$ cat src/rtl/fifo_rd_pkg.sv
// Shared definitions for the FIFO burst reader: FSM state encoding and
// output buffer sizing.
package fifo_rd_pkg;

  typedef enum logic [1:0] {
    ST_IDLE  = 2'd0,
    ST_RUN   = 2'd1,
    ST_DRAIN = 2'd2,
    ST_DONE  = 2'd3
  } state_t;

  localparam int SKID_DEPTH = 2;
  localparam int OCC_WIDTH  = $clog2(SKID_DEPTH + 1);

endpackage

$ cat src/rtl/fifo_skid_buf.sv
// Two-entry in-order buffer that absorbs the FIFO's registered read latency.
// Entry 0 is always the head; a pop shifts entry 1 forward.
module fifo_skid_buf
  import fifo_rd_pkg::*;
#(
  parameter int DATA_WIDTH = 8
) (
  input  logic                  clk,
  input  logic                  rst,
  input  logic                  wr_en,
  input  logic [DATA_WIDTH-1:0] wr_data,
  input  logic                  wr_last,
  input  logic                  pop,
  output logic                  valid,
  output logic [DATA_WIDTH-1:0] data,
  output logic                  last,
  output logic [OCC_WIDTH-1:0]  occ
);

  logic [DATA_WIDTH-1:0] data_q [SKID_DEPTH];
  logic                  last_q [SKID_DEPTH];
  logic                  pop_ok;
  logic [OCC_WIDTH-1:0]  keep;

  assign pop_ok = pop && (occ != '0);
  assign keep   = occ - OCC_WIDTH'(pop_ok);

  always_ff @(posedge clk or posedge rst) begin
    if (rst) begin
      occ <= '0;
      // NOTE: the storage is reset too, because the head entry drives m_data
      // directly and must read zero out of reset.
      for (int i = 0; i < SKID_DEPTH; i++) begin
        data_q[i] <= '0;
        last_q[i] <= 1'b0;
      end
    end else begin
      if (pop_ok) begin
        data_q[0] <= data_q[1];
        last_q[0] <= last_q[1];
      end
      // A write lands behind whatever survives this cycle's pop.
      if (wr_en) begin
        if (keep == '0) begin
          data_q[0] <= wr_data;
          last_q[0] <= wr_last;
        end else begin
          data_q[1] <= wr_data;
          last_q[1] <= wr_last;
        end
      end
      occ <= occ + OCC_WIDTH'(wr_en) - OCC_WIDTH'(pop_ok);
    end
  end

  assign valid = (occ != '0);
  assign data  = data_q[0];
  assign last  = last_q[0];

  // The issue rule upstream guarantees a write never meets a full buffer.
  a_no_overflow: assert property (@(posedge clk) disable iff (rst)
    !(wr_en && !pop_ok && occ == OCC_WIDTH'(SKID_DEPTH)));

endmodule

$ cat src/rtl/fifo_burst_reader.sv
// Drains an exact word count per command from a registered-read FIFO and
// presents it as a valid/ready stream with last-beat marker and done pulse.
module fifo_burst_reader
  import fifo_rd_pkg::*;
#(
  parameter int DATA_WIDTH = 8,
  parameter int LEN_WIDTH  = 8
) (
  input  logic                  clk,
  input  logic                  rst,
  input  logic                  cmd_valid,
  output logic                  cmd_ready,
  input  logic [LEN_WIDTH-1:0]  cmd_len,
  output logic                  fifo_rd_en,
  input  logic [DATA_WIDTH-1:0] fifo_data,
  input  logic                  fifo_empty,
  output logic                  m_valid,
  input  logic                  m_ready,
  output logic [DATA_WIDTH-1:0] m_data,
  output logic                  m_last,
  output logic                  done,
  output logic                  busy
);

  state_t                 state;
  logic [LEN_WIDTH-1:0]   rem_issue;
  logic [LEN_WIDTH-1:0]   rem_out;
  logic                   inflight;
  logic                   pop;
  logic [OCC_WIDTH-1:0]   occ;

  assign pop = m_valid && m_ready;

  // Only read when the word is guaranteed a buffer slot on arrival.
  always_comb begin
    // NOTE: default first so every path assigns the output and no latch forms.
    fifo_rd_en = 1'b0;
    if (state == ST_RUN && !fifo_empty && rem_issue != '0 &&
        (int'(occ) + int'(inflight) - int'(pop)) < SKID_DEPTH)
      fifo_rd_en = 1'b1;
  end

  always_ff @(posedge clk or posedge rst) begin
    if (rst) begin
      state     <= ST_IDLE;
      rem_issue <= '0;
      rem_out   <= '0;
      inflight  <= 1'b0;
      cmd_ready <= 1'b1;
      done      <= 1'b0;
      busy      <= 1'b0;
    end else begin
      // NOTE: non-blocking throughout, so every term reads pre-edge values.
      inflight <= fifo_rd_en;
      if (fifo_rd_en) rem_issue <= rem_issue - 1'b1;
      if (inflight)   rem_out   <= rem_out - 1'b1;

      case (state)
        ST_IDLE: begin
          if (cmd_valid) begin
            rem_issue <= cmd_len;
            rem_out   <= cmd_len;
            cmd_ready <= 1'b0;
            busy      <= 1'b1;
            if (cmd_len == '0) begin
              state <= ST_DONE;
              done  <= 1'b1;
            end else begin
              state <= ST_RUN;
            end
          end
        end
        ST_RUN: begin
          if (fifo_rd_en && rem_issue == LEN_WIDTH'(1)) state <= ST_DRAIN;
        end
        ST_DRAIN: begin
          if (pop && m_last) begin
            state <= ST_DONE;
            done  <= 1'b1;
          end
        end
        ST_DONE: begin
          state     <= ST_IDLE;
          done      <= 1'b0;
          cmd_ready <= 1'b1;
          busy      <= 1'b0;
        end
        default: state <= ST_IDLE;
      endcase
    end
  end

  fifo_skid_buf #(
    .DATA_WIDTH(DATA_WIDTH)
  ) u_buf (
    .clk     (clk),
    .rst     (rst),
    .wr_en   (inflight),
    .wr_data (fifo_data),
    .wr_last (rem_out == LEN_WIDTH'(1)),
    .pop     (pop),
    .valid   (m_valid),
    .data    (m_data),
    .last    (m_last),
    .occ     (occ)
  );

endmodule

$ cat config.mk
export PLATFORM = sky130hd
export DESIGN_NAME = fifo_burst_reader
export DESIGN_NICKNAME = d
export VERILOG_FILES = /design/src/rtl/fifo_rd_pkg.sv /design/src/rtl/fifo_skid_buf.sv /design/src/rtl/fifo_burst_reader.sv
export SDC_FILE = /design/constraint.sdc
export NUM_CORES = 1
export LEC_CHECK = 0
export CAP_MARGIN = 20
export CORE_UTILIZATION = 58
export DETAILED_ROUTE_END_ITERATION = 10
export GPL_TIMING_DRIVEN = 0
export PLACE_DENSITY_LB_ADDON = 0.1
export SETUP_SLACK_MARGIN = 0.1
export SLEW_MARGIN = 25
export SYNTH_ARGS = -nofsm -noshare
export SYNTH_HDL_FRONTEND = slang
export SYNTH_SLANG_ARGS = --single-unit
$ cat constraint.sdc
create_clock -name clk -period 10 [get_ports clk]
set_input_delay 1 -clock clk [delete_from_list [all_inputs] [get_ports clk]]
set_output_delay 1 -clock clk [all_outputs]
set_load 0.03 [all_outputs]
==> impl_metrics.py <==
metrics = {
    "logic_synthesis": {
        "postSynthCellCount": 222,
        "ys_ff_latch": 42,
        "async_reset_ff_frac": 1.00,
        "yosysSeqAreaShare": 0.454,
        "synth_top_area_frac": 0.443,
        "yosysUniqueCellTypes": 49,
        "yosys_warnings": 0,
        "ys_top_cells_by_area": "dfrtp_1 (44%), ha_1 (7.6%), mux2_2 (4.9%)",
        "synth_top_family_by_area": "simple AND/OR/NAND/NOR gates",
        "synth_xor_area_frac": 0.0416,
        "synthMuxAreaShare": 0.0962,
        "synth_top_cell_by_area": "dfrtp_1",
        "synth_area_mm2": 0.00232,
        "synth-compound-area-share": 0.124,
        "synthSimpleGateAreaFrac": 0.136,
        "synth_fp_nets": 258,
        "syn_area_per_cell_um2": 10.4,
        "synth_edf_count": 0,
        "synth-main-ff-cell": "dfrtp_1",
        "synthAdderAreaFrac": 0.0843,
    },
    "timing": {
        "clock_skew_ns": 0.00877,
        "drv_slew": 0,
        "finalSetupViolations": 0,
        "finalHoldViolations": 0,
        "fin_setup_tns_ns": 0,
        "tightest_slew_ns": 0.898,
        "fin_crit_ns": 6.16,
        "min_period_over_period": 0.616,
        "rsz0062_at_grt": "false",
        "max-slew-margin-rel": 0.396,
        "fmax_mhz": 162,
    },
    "worst_hold_path": {
        "hold_class": "flip-flop to flip-flop",
    },
    "floorplanning": {
        "pin_count": 35,
        "row_count": 22,
        "core_mm2": 0.00374,
        "start_util": 0.619,
        "fp.dieW_um": 65.2,
        "dieHeight_um": 65.2,
        "die_area_mm2": 0.00425,
    },
    "detailed_routing": {
        "first_pass_iters": 4,
        "ant_nets": 0,
        "avgViaCountPerCell": 5.45,
        "post_drt_wl_per_cell_um": 14.2,
        "vias": 1706,
        "drt-total-wl_mm": 4.43,
        "dr.first_iter.drc_count": 75,
        "drc": 0,
    },
    "worst_setup_path": {
        "worst-path-buf-inv": 4,
        "cp_data_arrival_time_ns": 5.16,
        "crit_required_ns": 9.00,
        "critPathKind": "input port to output pin",
        "cp_top_family": "buffers and inverters",
        "worst_path_most_repeated_cell": "clkdlybuf4s50_1",
        "critPathMaxFanout": 10,
        "cp-start-kind": "input port",
        "slowest_delay_ns": 0.82,
        "endpoint_kind": "output pin",
        "rrSetupSlack_ns": 5.68,
        "crit_slowest_cell": "clkdlybuf4s50_1",
        "crit_chain": "clkdlybuf4s50_1, o21ai_0, buf_1, inv_1, ha_1, nand2b_2, fa_1, a221oi_2, nor4_1, clkdlybuf4s50_1",
    },
    "final_layout": {
        "antenna_cells": 0,
        "fin_util": 0.768,
        "final_nets": 300,
        "synthToLayoutAreaGrowth_pct": 24.1,
        "drive_above_1_share": 0.140,
    },
    "placed_design": {
        "port_buffers": 34,
        "gp_congestion": 0.828,
        "hpwl_mm": 3.35,
    },
    "cts": {
        "post_cts_buffers": 0,
        "insertion_delay_ns": 0.30,
        "path_clk_slew_ns": 0.09,
        "cts_buffers": 5,
        "cts_tree": "built",
        "clock-sinks": 42,
        "cts_max_path_buffers": 2,
        "cts_max_level": 2,
        "ctsHoldBuffers": 0,
        "cts-resized-gates": 0,
        "clockRootBuffer": "clkbuf_8",
    },
    "outcome": {
        "run_status": "complete, no violations",
    },
    "grt": {
        "grt_use_total": 0.240,
        "grt_start_max_net_pins": 28,
        "grt_remaining_overflow": 0,
        "grt_pass1_vias": 1679,
        "grt_antenna_before_repair": 0,
        "grt_pass1_wl_mm": 7.60,
    },
    "run": {
        "maxCapViolations": 0,
    },
    "power_and_ir_drop": {
        "p_per_area_mw_per_mm2": 316,
        "leakage_nw": 1.24,
        "ir_drop_mv": 0.165,
    },
}
-- registers in the layout, indices dropped and copies added, names as in the netlist --
register	count
rem_issue	8
rem_out	8
u_buf.data	8
u_buf.data_q	8
state	2
u_buf.occ	2
busy	1
cmd_ready	1
done	1
inflight	1
u_buf.last	1
u_buf.last_q	1
-- tightest hold or removal path, cell delays in order, from the launching register on --
cell and delay [ns]:
dfrtp_1 0.35, nand2_1 0.05, o21ai_0 0.07
-- cells in the final DEF (no fill, tap or decap), drive strengths merged, types with 2 or more instances in the layout --
master	count
or3	4
clkdlybuf4s50	34
bufinv	2
nor3	6
o31ai	3
buf	12
or2	2
clkbuf	9
nand2	15
o21ai	16
nand3b	2
dfrtp	41
mux2	10
nor4	3
nor2b	2
a21oi	11
xnor2	10
or4	3
mux2i	11
inv	14
a31oi	4
a21boi	2
nor2	13
nand2b	3
ha	14
-- cell type report --
| type | count | area, um2 |
|---|---|---|
| clock inverter | 3 | 68.8 |
| tap | 48 | 60.1 |
| clock buffer | 5 | 68.8 |
| inverter | 14 | 52.6 |
| timing repair buffer | 35 | 360 |
| buffer | 15 | 95.1 |
| sequential | 42 | 1050 |
| multi-input combinational | 151 | 1120 |
| fill | 263 | 870 |
-- kinds of logic after synthesis --
| kind of cell | Yosys count |
|---|---|
| buffers and inverters | 29 |
| XOR/XNOR | 11 |
| flip-flops | 42 |
| adder cells (fa/ha/maj) | 15 |
| AO/OA/AOI/OAI | 45 |
| AND/OR/NAND/NOR | 59 |
| multiplexers | 21 |
-- power by group --
part,internal [mW],switching (mW),total [mW]
registers,0.253,0.0539,0.307
logic,0.212,0.229,0.441
clock network,0.100,0.0595,0.160
total,0.565,0.343,0.907
-- metal layers --
layer	share of wire	vias to the layer above	routed length [um]	global-route usage
li1	-	854	-	-
met1	0.47	804	2090	0.326
met2	0.48	43	2110	0.384
met3	0.040	5	178	0.0573
met4	0.011	0	50	0.0652
met5	0	-	0	0
-- path summary, 6_finish.rpt --
check,from,to,depth (start not counted)
worst max-delay path,m_ready,fifo_rd_en,10
worst max register to register,u_buf.occ[1]$_DFF_PP0_,rem_issue[3]$_DFF_PP0_,12
worst min register to register,u_buf.last_q[0]$_DFFE_PP0P_,u_buf.last_q[0]$_DFFE_PP0P_,2
min in group asynchronous,rst,u_buf.data_q[6]$_DFFE_PP0P_,2
max in group asynchronous,rst,rem_out[3]$_DFF_PP0_,3
worst min-delay path,u_buf.last_q[0]$_DFFE_PP0P_,u_buf.last_q[0]$_DFFE_PP0P_,2
-- synthesized netlist by cell type (3+ instances only) --
library cell / n
dfrtp_1: 41
nand2_1: 15
o21ai_0: 15
ha_1: 14
inv_1: 14
nor2_1: 13
a21oi_1: 11
mux2i_1: 11
mux2_2: 10
xnor2_1: 10
buf_4: 8
nor3_1: 6
a31oi_1: 4
clkbuf_1: 4
or3_1: 4
nor4_1: 3
o31ai_1: 3
-- through the flow --
step / instance area [um2] / total power [mW] / hold slack [ns] / cells / setup WS (ns)
global placement: 2720 / 0.736 / 0.467 / 304 / 3.90
detailed placement: 2740 / 0.749 / 0.481 / 305 / 3.89
floorplan: 2320 / 0.627 / 0.450 / 222 / 4.93
global route: 2870 / 0.975 / 0.522 / 313 / 3.66
finish: 2870 / 0.907 / 0.501 / 313 / 3.84
CTS: 2870 / 0.912 / 0.501 / 313 / 3.85
(Power assumes the default switching activity.)
==> edit, RTL diff (config.mk and constraints unchanged) <==
Re-encode `state_t` (4 states) as one-hot, 4 bits wide.
--- a/src/rtl/fifo_rd_pkg.sv
+++ b/src/rtl/fifo_rd_pkg.sv
@@ -4,7 +4,7 @@
 
-  typedef enum logic [1:0] {
-    ST_IDLE  = 2'd0,
-    ST_RUN   = 2'd1,
-    ST_DRAIN = 2'd2,
-    ST_DONE  = 2'd3
+  typedef enum logic [3:0] {
+    ST_IDLE  = 4'b0001,
+    ST_RUN   = 4'b0010,
+    ST_DRAIN = 4'b0100,
+    ST_DONE  = 4'b1000
   } state_t;
Behaviour: same outputs for any inputs over 10 cycles, from zero or initial values and one cycle with rst high; not proved beyond that.
==> edit against the original RTL <==
  * Total power decreased by 18%
  * Design area decreased by 1.3%
  * Setup slack improved by 0.71 ns
  * Wire length increased by 4.1%
  * Via count increased by 4.6%
  * Largest cell class is now registers
  * Synthesized area increased by 0.32%
  * Sequential cell count increased by 2
  * Critical endpoint unchanged
  * Count of clock-buffer cells in the layout increased by 1
  * Highest routed layer unchanged
  * Largest power group unchanged
  * Critical path type unchanged
==> edit: results (changes against the original RTL) <==
stage,metric,value,unit,change
synth,async_flop_share,1.00,,unchanged
detailed_routing,drt_iter0_drc,144,,+92%
worst_setup_path,reg2reg_from,u_buf.occ[1],,
timing,slew_headroom,0.371,,-0.0246
layout,layout-drive-gt1-share,0.142,,+0.00270
global_routing,grt_pass1_vias,1681,,+0.12%
placement,dp_hpwl,3460,um,+3.3%
synth,yosys.area_share.adder,0.0571,,-0.0272
placement,place_ws,4.55,ns,+0.668 ns
status,status,finished clean,,
layout,fill_cells,268,,+1.9%
synth,yosys-top-cells-count,"dfrtp_1, nand2_1, nor2_1",,
synth,syn_avg_cell_area,10.4,um^2,-0.57%
synth,synth-xor-area-share,0.0339,,-0.00767
placement,dp.cells,307,,+0.66%
synth,synth.area.mux_share,0.0732,,-0.0229
detailed_routing,vias,1784,,+4.6%
cts,post_cts_resize_count,0,,unchanged
cts,cts_max_level,2,,unchanged
worst_setup_path,reg2reg_to,rem_issue[6],,
worst_setup_path,r2r_slack,6.47,ns,+0.79 ns
power,leakage,1.20,nW,-3.0%
worst_setup_path,startpoint,m_ready,,
cts,clock_latency,0.29,ns,
synth,syn_nets,255,,-1.2%
timing,holdWs,0.484,ns,-0.0165 ns
layout,nNetsFinal,297,,-1.0%
synth,synthTopCellsByArea,"dfrtp_1, ha_1, mux2_2",,
timing,fmax,183,MHz,+13%
hold_path,whs_endpoint,cmd_ready,,
worst_setup_path,cp-end-kind,output port,,
power,swShare,0.382,,+0.00458
global_routing,grt_util_all_layers,0.237,,-0.00355
timing,skew,0.00704,ns,-0.00173 ns
hold_path,min-delay-start,cmd_ready,,
global_routing,grt_start_max_net_pins,31,,+11%
synth,synth_compound_area_frac,0.135,,+0.0104
power,power_frac_comb,0.437,,-0.049
synth,ys_seq_area_frac,0.475,,+0.0206
worst_setup_path,cp_max_fo,8,,-2
hold_path,hold_path.class,reg2reg,,
cts,clockBufferDepth,2,,unchanged
power,p_per_area,262,nW/um^2,-17%
global_routing,grt_pass1_wl,7650,um,+0.64%
power,powerSeq,0.303,mW,-1%
worst_setup_path,critPathArrivalTime,4.45,ns,-0.71 ns
placement,placed_area,2740,um^2,+0.27%
synth,ys_types,48,,-2.0%
detailed_routing,wirelength,4610,um,+4.1%
power,irDropWorstVdd,0.165,mV,-0.12%
synth,ys.warnings.count,0,,unchanged
placement,gp_congestion,0.813,,-1.8%
detailed_routing,via_per_inst,5.66,,+3.9%
cts,post-cts-setup-buffer-count,0,,unchanged
edit: per-layer routing:
metal  global-route usage  vias to the layer above  share of wire
met5                    0                        -              0
met3               0.0556                       11          0.041
met4               0.0815                        0          0.016
met2                0.398                       45           0.49
li1                     -                      880              -
met1                0.297                      848           0.46
edit: worst max-delay path, cell delays in order:
cell and delay, ns:
clkdlybuf4s50_1 0.41, nand2_2 0.19, inv_1 0.09, ha_1 0.27, nand2b_4 0.15, fa_1 0.53
a21oi_1 0.09, a221oi_1 0.62, and3_1 0.39, clkdlybuf4s50_1 0.71
edit: cell type report:
cell class | instances | area, um^2 | share of cell area
flip-flops and latches | 44 | 1100 | 0.389
multi-input cells | 154 | 1080 | 0.379
repair buffers | 35 | 360 | 0.127
plain buffers | 15 | 103 | 0.0362
clock buffers | 6 | 82.6 | 0.0291
well taps | 48 | 60.1 | 0.0212
inverters | 11 | 41.3 | 0.0146
clock inverters | 2 | 10.0 | 0.00353
